[config.mk]
export PLATFORM = sky130hd
export DESIGN_NAME = spi_flash_responder
export DESIGN_NICKNAME = d
export VERILOG_FILES = /design/src/rtl/spi_flash_responder_pkg.sv /design/src/rtl/spi_pin_sync.sv /design/src/rtl/spi_flash_responder.sv
export SDC_FILE = /design/constraint.sdc
export NUM_CORES = 1
export LEC_CHECK = 0
export BUFFER_PORTS_ARGS = -buffer_cell sky130_fd_sc_hd__buf_2
export CAP_MARGIN = 10
export CORE_MARGIN = 1.5
export CORE_UTILIZATION = 25
export DETAILED_ROUTE_END_ITERATION = 8
export HOLD_SLACK_MARGIN = 0.1
export PLACE_DENSITY = 0.46
export SYNTH_ARGS = -nofsm -noshare
export SYNTH_HDL_FRONTEND = slang
export SYNTH_SLANG_ARGS = --single-unit
[constraint.sdc]
create_clock -name clk_i -period 5.27 [get_ports clk_i]
set_input_delay 1.054 -clock clk_i [delete_from_list [all_inputs] [get_ports clk_i]]
set_output_delay 1.054 -clock clk_i [all_outputs]
set_load 0.03 [all_outputs]
[src/rtl/spi_flash_responder_pkg.sv]
// Shared definitions for the SPI flash responder.
//   - Opcodes served: READ (0x03), RDID (0x9F), RDSR (0x05).
//   - spi_resp_state_e: command FSM states.
//   - id_byte(): selects the JEDEC ID byte for a given byte index (0xFF past the third byte).
package spi_flash_responder_pkg;

   localparam logic [7:0] OP_READ = 8'h03;
   localparam logic [7:0] OP_RDID = 8'h9F;
   localparam logic [7:0] OP_RDSR = 8'h05;

   typedef enum logic [2:0] {
      StIdle,
      StOpcode,
      StAddr,
      StRead,
      StId,
      StStatus,
      StIgnore
   } spi_resp_state_e;

   function automatic logic [7:0] id_byte(input logic [23:0] id, input logic [1:0] idx);
      logic [7:0] b;
      case (idx)
         2'd0:    b = id[23:16];
         2'd1:    b = id[15:8];
         2'd2:    b = id[7:0];
         default: b = 8'hFF;
      endcase
      return b;
   endfunction

endpackage

[src/rtl/spi_pin_sync.sv]
// Synchronizes the SPI pins into the system clock domain and derives SCK edge strobes.
// Ports:
//   clk, rst        : system clock, synchronous active-high reset
//   sck, csb, mosi  : raw SPI pins
//   csb_sync        : synchronized chip select (resets to 1 = deselected)
//   mosi_sync       : synchronized host data
//   sck_rise        : one-cycle strobe, SYNC_STAGES+1 cycles after an SCK rise at the pin
//   sck_fall        : one-cycle strobe, SYNC_STAGES+1 cycles after an SCK fall at the pin
module spi_pin_sync #(
   parameter int unsigned SYNC_STAGES = 2
) (
   input  logic clk,
   input  logic rst,
   input  logic sck,
   input  logic csb,
   input  logic mosi,
   output logic csb_sync,
   output logic mosi_sync,
   output logic sck_rise,
   output logic sck_fall
);

   logic [SYNC_STAGES-1:0] sck_ff;
   logic [SYNC_STAGES-1:0] csb_ff;
   logic [SYNC_STAGES-1:0] mosi_ff;
   logic                   sck_prev;
   logic                   rise_q;
   logic                   fall_q;

   always_ff @(posedge clk) begin
      if (rst) begin
         sck_ff   <= '0;
         csb_ff   <= '1;
         mosi_ff  <= '0;
         sck_prev <= 1'b0;
         rise_q   <= 1'b0;
         fall_q   <= 1'b0;
      end else begin
         sck_ff   <= {sck_ff[SYNC_STAGES-2:0], sck};
         csb_ff   <= {csb_ff[SYNC_STAGES-2:0], csb};
         mosi_ff  <= {mosi_ff[SYNC_STAGES-2:0], mosi};
         sck_prev <= sck_ff[SYNC_STAGES-1];
         // Strobes are registered so they line up one cycle after the last sync stage.
         rise_q   <= sck_ff[SYNC_STAGES-1] & ~sck_prev;
         fall_q   <= ~sck_ff[SYNC_STAGES-1] & sck_prev;
      end
   end

   assign csb_sync  = csb_ff[SYNC_STAGES-1];
   assign mosi_sync = mosi_ff[SYNC_STAGES-1];
   assign sck_rise  = rise_q;
   assign sck_fall  = fall_q;

endmodule

[src/rtl/spi_flash_responder.sv]
// SPI flash emulator (mode 0, single lane) serving READ, RDID and RDSR from a byte-wide memory.
// SPI pins are oversampled with clk_i; there is no SCK clock domain.
// Ports:
//   clk_i, rst_i               : system clock, synchronous active-high reset
//   spi_sck_i, spi_csb_i       : SPI clock and active-low chip select from the host
//   spi_mosi_i                 : host data (sd[0])
//   spi_miso_o, spi_miso_oe_o  : responder data (sd[1]) and its pad output enable
//   mem_req_o, mem_addr_o      : one-cycle read strobe and byte address
//   mem_rdata_i                : read data, valid the cycle after mem_req_o
//   cmd_active_o               : synchronized chip select is low
//   cmd_error_o                : one-cycle pulse on an unsupported opcode
module spi_flash_responder
   import spi_flash_responder_pkg::*;
#(
   parameter int unsigned ADDR_WIDTH  = 16,
   parameter logic [23:0] JEDEC_ID    = 24'hEF4018,
   parameter int unsigned SYNC_STAGES = 2
) (
   input  logic                  clk_i,
   input  logic                  rst_i,
   input  logic                  spi_sck_i,
   input  logic                  spi_csb_i,
   input  logic                  spi_mosi_i,
   output logic                  spi_miso_o,
   output logic                  spi_miso_oe_o,
   output logic                  mem_req_o,
   output logic [ADDR_WIDTH-1:0] mem_addr_o,
   input  logic [7:0]            mem_rdata_i,
   output logic                  cmd_active_o,
   output logic                  cmd_error_o
);

   logic csb_s;
   logic mosi_s;
   logic sck_rise_raw;
   logic sck_fall_raw;
   logic rise;
   logic fall;

   spi_pin_sync #(
      .SYNC_STAGES (SYNC_STAGES)
   ) u_pin_sync (
      .clk       (clk_i),
      .rst       (rst_i),
      .sck       (spi_sck_i),
      .csb       (spi_csb_i),
      .mosi      (spi_mosi_i),
      .csb_sync  (csb_s),
      .mosi_sync (mosi_s),
      .sck_rise  (sck_rise_raw),
      .sck_fall  (sck_fall_raw)
   );

   // SCK activity while deselected is meaningless.
   assign rise = sck_rise_raw & ~csb_s;
   assign fall = sck_fall_raw & ~csb_s;

   spi_resp_state_e       state_q, state_d;
   logic [2:0]            bit_cnt_q, bit_cnt_d;     // rises within the current byte
   logic [4:0]            addr_cnt_q, addr_cnt_d;   // address bits received
   logic [6:0]            op_q, op_d;               // first 7 opcode bits
   logic [ADDR_WIDTH-1:0] mem_addr_q, mem_addr_d;   // address shifter, then read pointer
   logic                  mem_req_q, mem_req_d;
   logic                  pend_q, pend_d;           // mem_rdata_i is valid this cycle
   logic [7:0]            prefetch_q, prefetch_d;
   logic [6:0]            shift_q, shift_d;         // bits still to send after miso_q
   logic                  miso_q, miso_d;
   logic [1:0]            id_idx_q, id_idx_d;
   logic                  cmd_error_q, cmd_error_d;

   logic [7:0]            opcode;
   logic [7:0]            src;

   assign opcode = {op_q, mosi_s};

   always_comb begin
      src = 8'h00;
      unique case (state_q)
         StRead:  src = prefetch_q;
         StId:    src = id_byte(JEDEC_ID, id_idx_q);
         default: src = 8'h00;
      endcase
   end

   always_comb begin
      state_d     = state_q;
      bit_cnt_d   = bit_cnt_q;
      addr_cnt_d  = addr_cnt_q;
      op_d        = op_q;
      mem_addr_d  = mem_addr_q;
      mem_req_d   = 1'b0;
      pend_d      = mem_req_q;
      prefetch_d  = prefetch_q;
      shift_d     = shift_q;
      miso_d      = miso_q;
      id_idx_d    = id_idx_q;
      cmd_error_d = 1'b0;

      if (csb_s) begin
         // Deselect aborts everything, including a fetch whose data is still in flight.
         state_d    = StIdle;
         bit_cnt_d  = '0;
         addr_cnt_d = '0;
         op_d       = '0;
         pend_d     = 1'b0;
         shift_d    = '0;
         miso_d     = 1'b0;
         id_idx_d   = '0;
      end else begin
         if (pend_q) begin
            prefetch_d = mem_rdata_i;
         end
         unique case (state_q)
            StIdle: begin
               state_d   = StOpcode;
               bit_cnt_d = '0;
            end
            StOpcode: begin
               if (rise) begin
                  op_d      = opcode[6:0];
                  bit_cnt_d = bit_cnt_q + 3'd1;
                  if (bit_cnt_q == 3'd7) begin
                     case (opcode)
                        OP_READ: begin
                           state_d    = StAddr;
                           addr_cnt_d = '0;
                        end
                        OP_RDID: begin
                           state_d  = StId;
                           id_idx_d = '0;
                        end
                        OP_RDSR: state_d = StStatus;
                        default: begin
                           state_d     = StIgnore;
                           cmd_error_d = 1'b1;
                        end
                     endcase
                  end
               end
            end
            StAddr: begin
               if (rise && addr_cnt_q != 5'd24) begin
                  // Only the low ADDR_WIDTH bits survive the shift.
                  mem_addr_d = {mem_addr_q[ADDR_WIDTH-2:0], mosi_s};
                  addr_cnt_d = addr_cnt_q + 5'd1;
                  if (addr_cnt_q == 5'd23) begin
                     mem_req_d = 1'b1;
                  end
               end
               if (pend_q) begin
                  state_d   = StRead;
                  bit_cnt_d = '0;
               end
            end
            StRead, StId, StStatus: begin
               if (rise) begin
                  bit_cnt_d = bit_cnt_q + 3'd1;
               end
               if (fall) begin
                  if (bit_cnt_q == 3'd0) begin
                     // Byte boundary: present the next byte MSB first.
                     miso_d  = src[7];
                     shift_d = src[6:0];
                     if (state_q == StRead) begin
                        mem_addr_d = mem_addr_q + {{(ADDR_WIDTH-1){1'b0}}, 1'b1};
                        mem_req_d  = 1'b1;
                     end
                     if (state_q == StId && id_idx_q != 2'd3) begin
                        id_idx_d = id_idx_q + 2'd1;
                     end
                  end else begin
                     miso_d  = shift_q[6];
                     shift_d = {shift_q[5:0], 1'b0};
                  end
               end
            end
            StIgnore: state_d = StIgnore;
            default:  state_d = StIdle;
         endcase
      end
   end

   always_ff @(posedge clk_i) begin
      if (rst_i) begin
         state_q     <= StIdle;
         bit_cnt_q   <= '0;
         addr_cnt_q  <= '0;
         op_q        <= '0;
         mem_addr_q  <= '0;
         mem_req_q   <= 1'b0;
         pend_q      <= 1'b0;
         prefetch_q  <= '0;
         shift_q     <= '0;
         miso_q      <= 1'b0;
         id_idx_q    <= '0;
         cmd_error_q <= 1'b0;
      end else begin
         state_q     <= state_d;
         bit_cnt_q   <= bit_cnt_d;
         addr_cnt_q  <= addr_cnt_d;
         op_q        <= op_d;
         mem_addr_q  <= mem_addr_d;
         mem_req_q   <= mem_req_d;
         pend_q      <= pend_d;
         prefetch_q  <= prefetch_d;
         shift_q     <= shift_d;
         miso_q      <= miso_d;
         id_idx_q    <= id_idx_d;
         cmd_error_q <= cmd_error_d;
      end
   end

   assign spi_miso_o    = miso_q;
   assign spi_miso_oe_o = ~csb_s & (state_q inside {StRead, StId, StStatus});
   assign mem_req_o     = mem_req_q;
   assign mem_addr_o    = mem_addr_q;
   assign cmd_active_o  = ~csb_s;
   assign cmd_error_o   = cmd_error_q;

endmodule

Word-level counts from Yosys, hierarchy flattened
Cells that the tools add are included.
{ "totals": {"ff_bits": 64, "latch_bits": 0, "mem_bits_rw": 0, "rom_bits": 0, "n_memories": 0} }
{ "op_classes": {"add_sub_neg": 4, "n_mul": 0, "div_mod_pow": 0, "order_cmp": 0, "n_eq_ne": 26, "shifts": 0, "n_mux": 36, "bitwise": 12, "reduce_logical": 23} }
{ "ops": {"columns": ["operator", "n"], "rows": [
  ["$mux 16", 4],
  ["$pmux 16 s2", 1],
  ["$pmux 8 s3", 1],
  ["$ne 2x2->1 const B", 11],
  ["$mux 5", 4],
  ["$pmux 3 s3", 2],
  ["$add 16x1->16 const B", 1],
  ["$pmux 8 s2", 1],
  ["$mux 3", 5],
  ["$pmux 3 s5", 1],
  ["$eq 3x3->1 const B", 4],
  ["$mux 2", 6],
  ["$pmux 5 s2", 1],
  ["$eq 8x2->1 const B", 1],
  ["$eq 8x3->1 const B", 1],
  ["$eq 8x8->1 const B", 1],
  ["$mux 1", 7],
  ["$mux 7", 1],
  ["$not 1->1", 7],
  ["$reduce_and 7->1", 1],
  ["$eq 3x2->1 const B", 2],
  ["$logic_not 3->1", 2],
  ["$reduce_and 2->1", 3],
  ["$reduce_and 6->1", 1],
  ["23 further kinds", 32]
]} }

Logic depth before layout (Yosys ltp)
Gate-level depths: netlist of run 1.
{ "logic_depth": {"depth_word": 6, "ltp_mapped": 7, "ltp_nobuf": 6} }

Cells and area by module
From an unflattened synthesis of run 1, not the netlist that was laid out.
{ "unflattened": {"cells_unflattened": 374, "hier_area_um2": 3190.6} }
{ "modules_own_cells": {"columns": ["module", "n_inst", "cells_per_inst", "area_per_inst_um2", "seq_area_each_um2"], "rows": [
  ["spi_flash_responder", 1, 356, 2951.6, 1101.1],
  ["spi_pin_sync", 1, 18, 239.0, 180.2]
]} }

Least setup slack after synthesis of run 1
Ideal clock, no wire load.
{ "synth_timing": {"path_kind": "reg2out", "startpoint": "reg state_q[2]", "endpoint": "out spi_miso_oe_o", "arrival_time_ns": 1.533, "required_ns": 4.216, "setup_slack_ns": 2.683, "path_stages_with_launch": 7, "path_cell_list": "dfxtp_1 nor2b_1 clkbuf_1 nor2_1 buf_2 buf_2 nor2_1"} }
{ "synth_between": {"elab_chain_len": 3, "word_cells_on_any_way": 5, "classes_between": "eq/ne (3); bitwise (1); reduce/logical (1)"} }
{ "synth_rtl": {"columns": ["item", "line", "source"], "rows": [
  ["from (decl)", "spi_flash_responder.sv:58", "spi_resp_state_e state_q, state_d;"],
  ["from (signal assigned)", "spi_flash_responder.sv:185", "state_q <= StIdle;"],
  ["from (signal assigned)", "spi_flash_responder.sv:198", "state_q <= state_d;"],
  ["$eq 3x2->1 or $eq 3x3->1 (tied branches)", "spi_flash_responder.sv:214", "assign spi_miso_oe_o = ~csb_s & (state_q inside {StRead, StId, StStatus});"],
  ["$reduce_bool 3->1 *", "spi_flash_responder.sv:214", null],
  ["$and 1x1->1 *", "spi_flash_responder.sv:214", null],
  ["to (decl)", "spi_flash_responder.sv:25", "output logic spi_miso_oe_o,"]
]} }
Every way passes the cells marked *; elsewhere a longest branch is shown, timed or not.

Worst setup path after layout of run 1
Same ends and word-level chain as after synthesis.

==> results of run 1 <==
report_power, final:
group	leakage [nW]	internal, mW	switching (mW)
Sequential	0.517	0.487	0.00338
Combinational	0.688	0.00848	0.0140
Clock	0.140	0.364	0.214
Total	1.34	0.860	0.231
Yosys cell counts, types with 4 or more instances:
| cell type | number | area share [%] |
|---|---|---|
| a211oi_1 | 9 | 2.0 |
| a21oi_1 | 30 | 4.6 |
| a22oi_1 | 6 | 1.4 |
| a2bb2oi_1 | 4 | 1.1 |
| a31oi_1 | 5 | 0.95 |
| buf_2 | 7 | 1.1 |
| clkbuf_1 | 18 | 2.0 |
| dfxtp_1 | 64 | 39 |
| ha_1 | 11 | 4.2 |
| inv_1 | 17 | 1.9 |
| mux2i_1 | 9 | 2.7 |
| nand2_1 | 26 | 3.0 |
| nand2b_1 | 11 | 2.1 |
| nand3_1 | 20 | 3.0 |
| nand4_1 | 8 | 1.5 |
| nor2_1 | 20 | 2.3 |
| nor2b_1 | 16 | 3.0 |
| nor3_1 | 6 | 0.91 |
| nor3b_1 | 5 | 1.1 |
| nor4_1 | 5 | 0.95 |
| o21ai_0 | 17 | 2.6 |
| o22ai_1 | 6 | 1.1 |
| o32ai_1 | 5 | 1.3 |
| or4_1 | 4 | 0.91 |
state kept, by name, summed over array words and instances, names as in the netlist, 2 cells and up:
signal and cells:
addr_cnt_q 5, bit_cnt_q 3, id_idx_q 2, mem_addr_o 16
op_q 7, prefetch_q 8, shift_q 7, state_q 3
u_pin_sync.csb_ff 2, u_pin_sync.mosi_ff 2, u_pin_sync.sck_ff 2
layer usage:
layer	wire length, um	track usage (%)
met5	0	0
met4	134	5.03
met3	389	2.81
met2	4080	20.1
met1	4380	18.3
kinds of logic after synthesis:
kind of cell               Yosys count  synth area share [%]
adders and majority gates           11                  4.17
AOI/OAI and AO/OA                  115                  23.7
buffers and inverters               42                  5.04
DFF                                 64                  38.8
and+or+nand+nor                    147                  25.5
muxes                                9                  2.73
cell type report:
cell class / instances / area share [%]
multi-input cells: 282 / 47.7
flip-flops and latches: 64 / 33.0
clock buffers: 12 / 6.09
well taps: 172 / 5.54
repair buffers: 36 / 4.84
inverters: 17 / 1.64
clock inverters: 4 / 1.16
stage by stage:
step                instances  power (mW)  hold WS, ps  worst slack (ps)  util, %
finish                    587        1.09          401              2310     30.4
global route              587        1.12          420              2130     30.4
CTS                       587        1.10          403              2280     30.4
detailed placement        571       0.524          393              2630     28.2
global placement          571       0.523          393              2700     28.2
floorplan                 388       0.514          383              2680        -
how the worst max path moves through the flow:
| stage | slack, ps | endpoint | cells after the start |
|---|---|---|---|
| global route | 2130 | spi_miso_oe_o | 4 |
| finish | 2310 | spi_miso_oe_o | 4 |
| global placement | 2700 | spi_miso_oe_o | 4 |
| floorplan | 2680 | spi_miso_oe_o | 6 |
| CTS | 2280 | spi_miso_oe_o | 4 |
| detailed placement | 2630 | spi_miso_oe_o | 4 |
worst register-to-register path: stages, from the launching register on:
cell and delay (ps):
dfxtp_1 620, nor2b_1 480, o211a_1 440, a21boi_0 660, a21oi_1 140
==> run_results.csv, run 1 <==
group,metric,value,unit
global_routing,grt_pass1_wl,14900,um
clock_network,holdBufCountCts,0,
routing,vias,3024,
clock_network,cts_sinks,64,
flow_run,cap_viol_max_count,0,
worst_setup_path,worstReg2RegStart,"state_q[2]$_SDFFE_PP0P_",
floorplanning,coreArea,0.0128,mm^2
clock_network,cts.reportedPaths.clkPinSlew,50,ps
power_and_ir_drop,powerDensity,281,mW/mm^2
routing,drt_wl_total,8990,um
floorplanning,die_area,0.0139,mm^2
yosys,synth-warning-count,0,
worst_setup_path,critical_path_class,"flop to primary output",
sta,fin_crit,2960,ps
worst_setup_path,crit_chain,"nor2b_1, nor2_1, nor2_1, buf_2",
floorplanning,io_pins,34,
yosys,syn_area,0.00330,mm^2
final_layout,fillers,1354,
clock_network,cts_max_level,3,
clock_network,clk_path_buf_depth,2,
sta,rsz0062_at_grt,"no",
global_routing,track_usage,13.3,%
final_layout,layout_commonest_cell,"dfxtp_1",
worst_setup_path,critPathMaxStageDelay,620,ps
routing,first_pass_iters,4,
yosys,ys_ff_latch,64,
sta,relSlewSlack,38.6,%
clock_network,numCtsBuffers,9,
routing,wl_per_cell,15.3,um
yosys,post_synth.cell_area_avg,8.50,um^2
sta,min_period_over_period,56.3,%
worst_setup_path,cp_num_buf_inv,1,
final_layout,drive_above_1_share,14.2,%
final_layout,final_cell_mix,"64 x dfxtp_1, 33 x buf_2, 30 x a21oi_1",
worst_hold_path,holdCritStartpoint,"u_pin_sync.sck_prev$_SDFF_PP0_",
clock_network,cts-resized-gates,0,
worst_setup_path,reg2reg_depth,4,
worst_hold_path,hp-class,"flop to flop",
clock_network,cts_tree,"yes",
sta,setup_viol,0,
floorplanning,dieWidth,118,um
worst_setup_path,r2r_slack,2790,ps
final_layout,antenna_cells,0,
power_and_ir_drop,peakVddDrop,114,uV
sta,fin_skew,6.05,ps
routing,viasPerCell,5.15,
placed_design,placed_area,0.00360,mm^2
global_routing,grt_start_max_net_pins,40,
worst_setup_path,critPathLaunchType,"flop",
final_layout,syn_to_final_growth,17.6,%
yosys,ys_seq_area_share,38.8,%
sta,hold_viol_final,0,
placed_design,port_buffers,33,
worst_setup_path,crit_top_cell,"nor2_1",
placed_design,dp_hpwl,6150,um
yosys,ys.flop_type,"dfxtp_1",
floorplanning,rows,41,
clock_network,clk_latency,330,ps
clock_network,cts_setup_buffers,0,
worst_setup_path,arrival,1910,ps
final_layout,fin_nets,434,
sta,fin_setup_tns,0,ps
final_layout,final_area,0.00388,mm^2
global_routing,antenna_found_initial,0,
final_layout,multi_input_area,0.00185,mm^2
clock_network,cts_root_buf,"clkbuf_16",
floorplanning,dieHeight,118,um
routing,drt_iter0_drc,123,
yosys,syn_inst,388,
worst_setup_path,rr_endpoint,"shift_q[0]$_SDFFE_PP0P_",
yosys,async_flop_share,0,%
placed_design,gp_congestion,0.798,
worst_hold_path,min_to,"u_pin_sync.sck_rise$_SDFF_PP0_",
yosys,syn_nets,412,
routing,ant_nets,0,
final_layout,seq_area,0.00128,mm^2
worst_setup_path,critPathMaxFanout,16,
worst_setup_path,worst_setup_path_end_kind,"primary output",
sta,tightest_slew,919,ps
outcome,run_status,"completed",
power_and_ir_drop,leakagePower,1.34,nW
worst_setup_path,crit_family,"simple AND/OR/NAND/NOR gates",
worst_setup_path,cp.required,4220,ps
global_routing,grt_pass1_vias,2830,
yosys,synth_edf_count,0,
global_routing,grt-ovfl-total,0,
yosys,synth.distinct_cells,58,
worst_setup_path,slowest_stage,"dfxtp_1",
routing,drcViolationCount,0,
sta,max_clock_freq,337,MHz
floorplanning,start_util,25.8,%
worst_setup_path,startpoint,"state_q[2]$_SDFFE_PP0P_",
worst_hold_path,min_path_cells,1,
sta,drv_slew,0,
No activity file was read; power rests on OpenSTA's default activity.
==> run 2, diff against run 1 <==
Settings changed: PLACE_DENSITY 0.46 to 0.48.
Clock period 5.27 ns to 2.7 ns, I/O delays scaled along.
==> run 2 against run 1 <==
Wire length increased by 1.2%. Clock skew hardly changed. Sequential power increased by 95%. Worst hold slack worse by 0.51 ps. Combinational power rose by 120%. Power increased by 110%. Register-to-register slack worse by 2300 ps. Die area did not move. Core utilization up 0.79 points. Non-clock buffer count increased by 8. Sequential share of layout area decreased by 0.84 points. Critical endpoint unchanged.
==> run_results.csv, run 2 (same netlist as run 1, synthesis figures left out) <==
group,metric,value,unit
final_layout,post-route-util,31.2,%
worst_hold_path,hp-class,"input pin to flop",
worst_setup_path,critPathMaxStageDelay,490,ps
worst_setup_path,critical_path_class,"flop to primary output",
final_layout,antenna_cells,0,
worst_setup_path,critPathMaxFanout,15,
clock_network,cts.reportedPaths.clkPinSlew,50,ps
floorplanning,dieHeight,118,um
worst_setup_path,cp.required,2160,ps
sta,min_period_over_period,83.8,%
worst_setup_path,crit_chain,"nor2b_1, nor2_1, nor2_1, buf_2",
placed_design,dp_hpwl,6520,um
routing,wl_per_cell,15.3,um
global_routing,grt_start_max_net_pins,20,
global_routing,track_usage,13.5,%
sta,max_clock_freq,442,MHz
clock_network,cts_max_level,3,
placed_design,gp_congestion,0.823,
routing,viasPerCell,5.24,
final_layout,layout_commonest_cell,"dfxtp_1",
clock_network,cts-resized-gates,0,
final_layout,syn_to_final_growth,20.7,%
floorplanning,coreArea,0.0128,mm^2
clock_network,cts_tree,"yes",
routing,ant_nets,0,
global_routing,antenna_found_initial,0,
worst_setup_path,crit_family,"simple AND/OR/NAND/NOR gates",
global_routing,grt_pass1_vias,2914,
power_and_ir_drop,seqPwrFrac,42.3,%
sta,hold_viol_final,0,
final_layout,drive_above_1_share,16.3,%
clock_network,clk_latency,320,ps
power_and_ir_drop,p_int,1.80,mW
sta,fin_setup_tns,0,ps
final_layout,fillers,1343,
worst_setup_path,crit_top_cell,"nor2_1",
worst_setup_path,worst_setup_path_end_kind,"primary output",
sta,relSlewSlack,52.2,%
flow_run,cap_viol_max_count,0,
worst_setup_path,reg2reg_depth,4,
power_and_ir_drop,p_sw,460,uW
routing,first_pass_iters,5,
routing,vias,3118,
worst_setup_path,slowest_stage,"nor2b_1",
floorplanning,start_util,25.8,%
global_routing,grt_pass1_wl,15100,um
floorplanning,die_area,0.0139,mm^2
sta,fin_crit,2260,ps
power_and_ir_drop,clock_power_share,55.5,%
final_layout,final_cell_mix,"64 x dfxtp_1, 33 x buf_2, 30 x a21oi_1",
placed_design,dp.cells,579,
floorplanning,dieWidth,118,um
clock_network,cts_root_buf,"clkbuf_16",
floorplanning,rows,41,
clock_network,clk_path_buf_depth,2,
power_and_ir_drop,peakVddDrop,305,uV
final_layout,largest_register_ffs,16,
power_and_ir_drop,leakagePower,1.40,nW
sta,fin_skew,6.07,ps
sta,rsz0062_at_grt,"no",
worst_setup_path,arrival,1720,ps
sta,tightest_slew,716,ps
global_routing,grt-ovfl-total,0,
clock_network,cts_setup_buffers,0,
worst_setup_path,cp_num_buf_inv,1,
clock_network,holdBufCountCts,0,
clock_network,numCtsBuffers,9,
placed_design,port_buffers,33,
final_layout,fin_cells,595,
power_and_ir_drop,power.share.switching,20.3,%
routing,drt_wl_total,9100,um
sta,drv_slew,0,
routing,drt_iter0_drc,164,
sta,setup_viol,0,
worst_hold_path,min_path_cells,2,
power_and_ir_drop,p_comb_share,2.2,%
floorplanning,io_pins,34,
worst_setup_path,critPathLaunchType,"flop",
final_layout,fin_nets,442,
power_and_ir_drop,finalPower,2.26,mW
outcome,run_status,"completed",
power_and_ir_drop,powerDensity,568,mW/mm^2
routing,drcViolationCount,0,
worst_setup_path,cp.depth,4,
clock_network,cts_sinks,64,
-- run 2: changes by cell type in the layout (fill, tap and decap cells not counted) --
cell	delta
buf_4	+8
clkbuf_8	+1
clkbuf_1	-2
bufinv_16	+1
clkinv_2	-2
clkinvlp_4	+2
-- run 2: area by class of cell --
type | instances | area, um^2 | share of cell area [%]
Sequential cell | 64 | 1280 | 32.2
Multi-Input combinational cell | 282 | 1850 | 46.5
Clock inverter | 5 | 80.1 | 2.01
Inverter | 17 | 63.8 | 1.60
Timing Repair Buffer | 44 | 248 | 6.22
Clock buffer | 11 | 243 | 6.09
Tap cell | 172 | 215 | 5.40
-- run 2: worst paths after layout --
path | endpoint | start | slack [ps]
max | spi_miso_oe_o | state_q[1]$_SDFFE_PP0P_ | 440
min | u_pin_sync.csb_ff[0]$_SDFF_PP1_ | spi_csb_i | 400
max reg2reg | spi_miso_o$_SDFFE_PP0P_ | state_q[1]$_SDFFE_PP0P_ | 530
min reg2reg | u_pin_sync.csb_ff[1]$_SDFF_PP1_ | u_pin_sync.csb_ff[0]$_SDFF_PP1_ | 410
-- run 2: metrics by stage --
step / hold slack (ps) / worst slack, ps / instance area, um^2
after detailed placement: 397 / 615 / 3660
after floorplan: 383 / 536 / 3300
after global placement: 390 / 678 / 3660
after CTS: 396 / 438 / 3980
after global routing: 400 / 237 / 3980
final: 400 / 438 / 3980
-- run 2: power groups by stage --
stage                     Clock [mW]  Sequential [mW]  Combinational, mW
after floorplan                    0            0.973             0.0311
final                           1.26            0.956             0.0499
after detailed placement           0            0.977             0.0503
after global routing            1.32            0.957             0.0545
after CTS                       1.28            0.956             0.0503
after global placement             0            0.977             0.0501
-- run 2: routing by layer --
layer / track usage, % / vias to the layer above / share of wire, %
li1: - / 1527 / -
met1: 17.9 / 1499 / 46
met2: 21.1 / 81 / 47
met3: 3.10 / 11 / 5.1
met4: 5.18 / 0 / 1.7
met5: 0 / - / 0
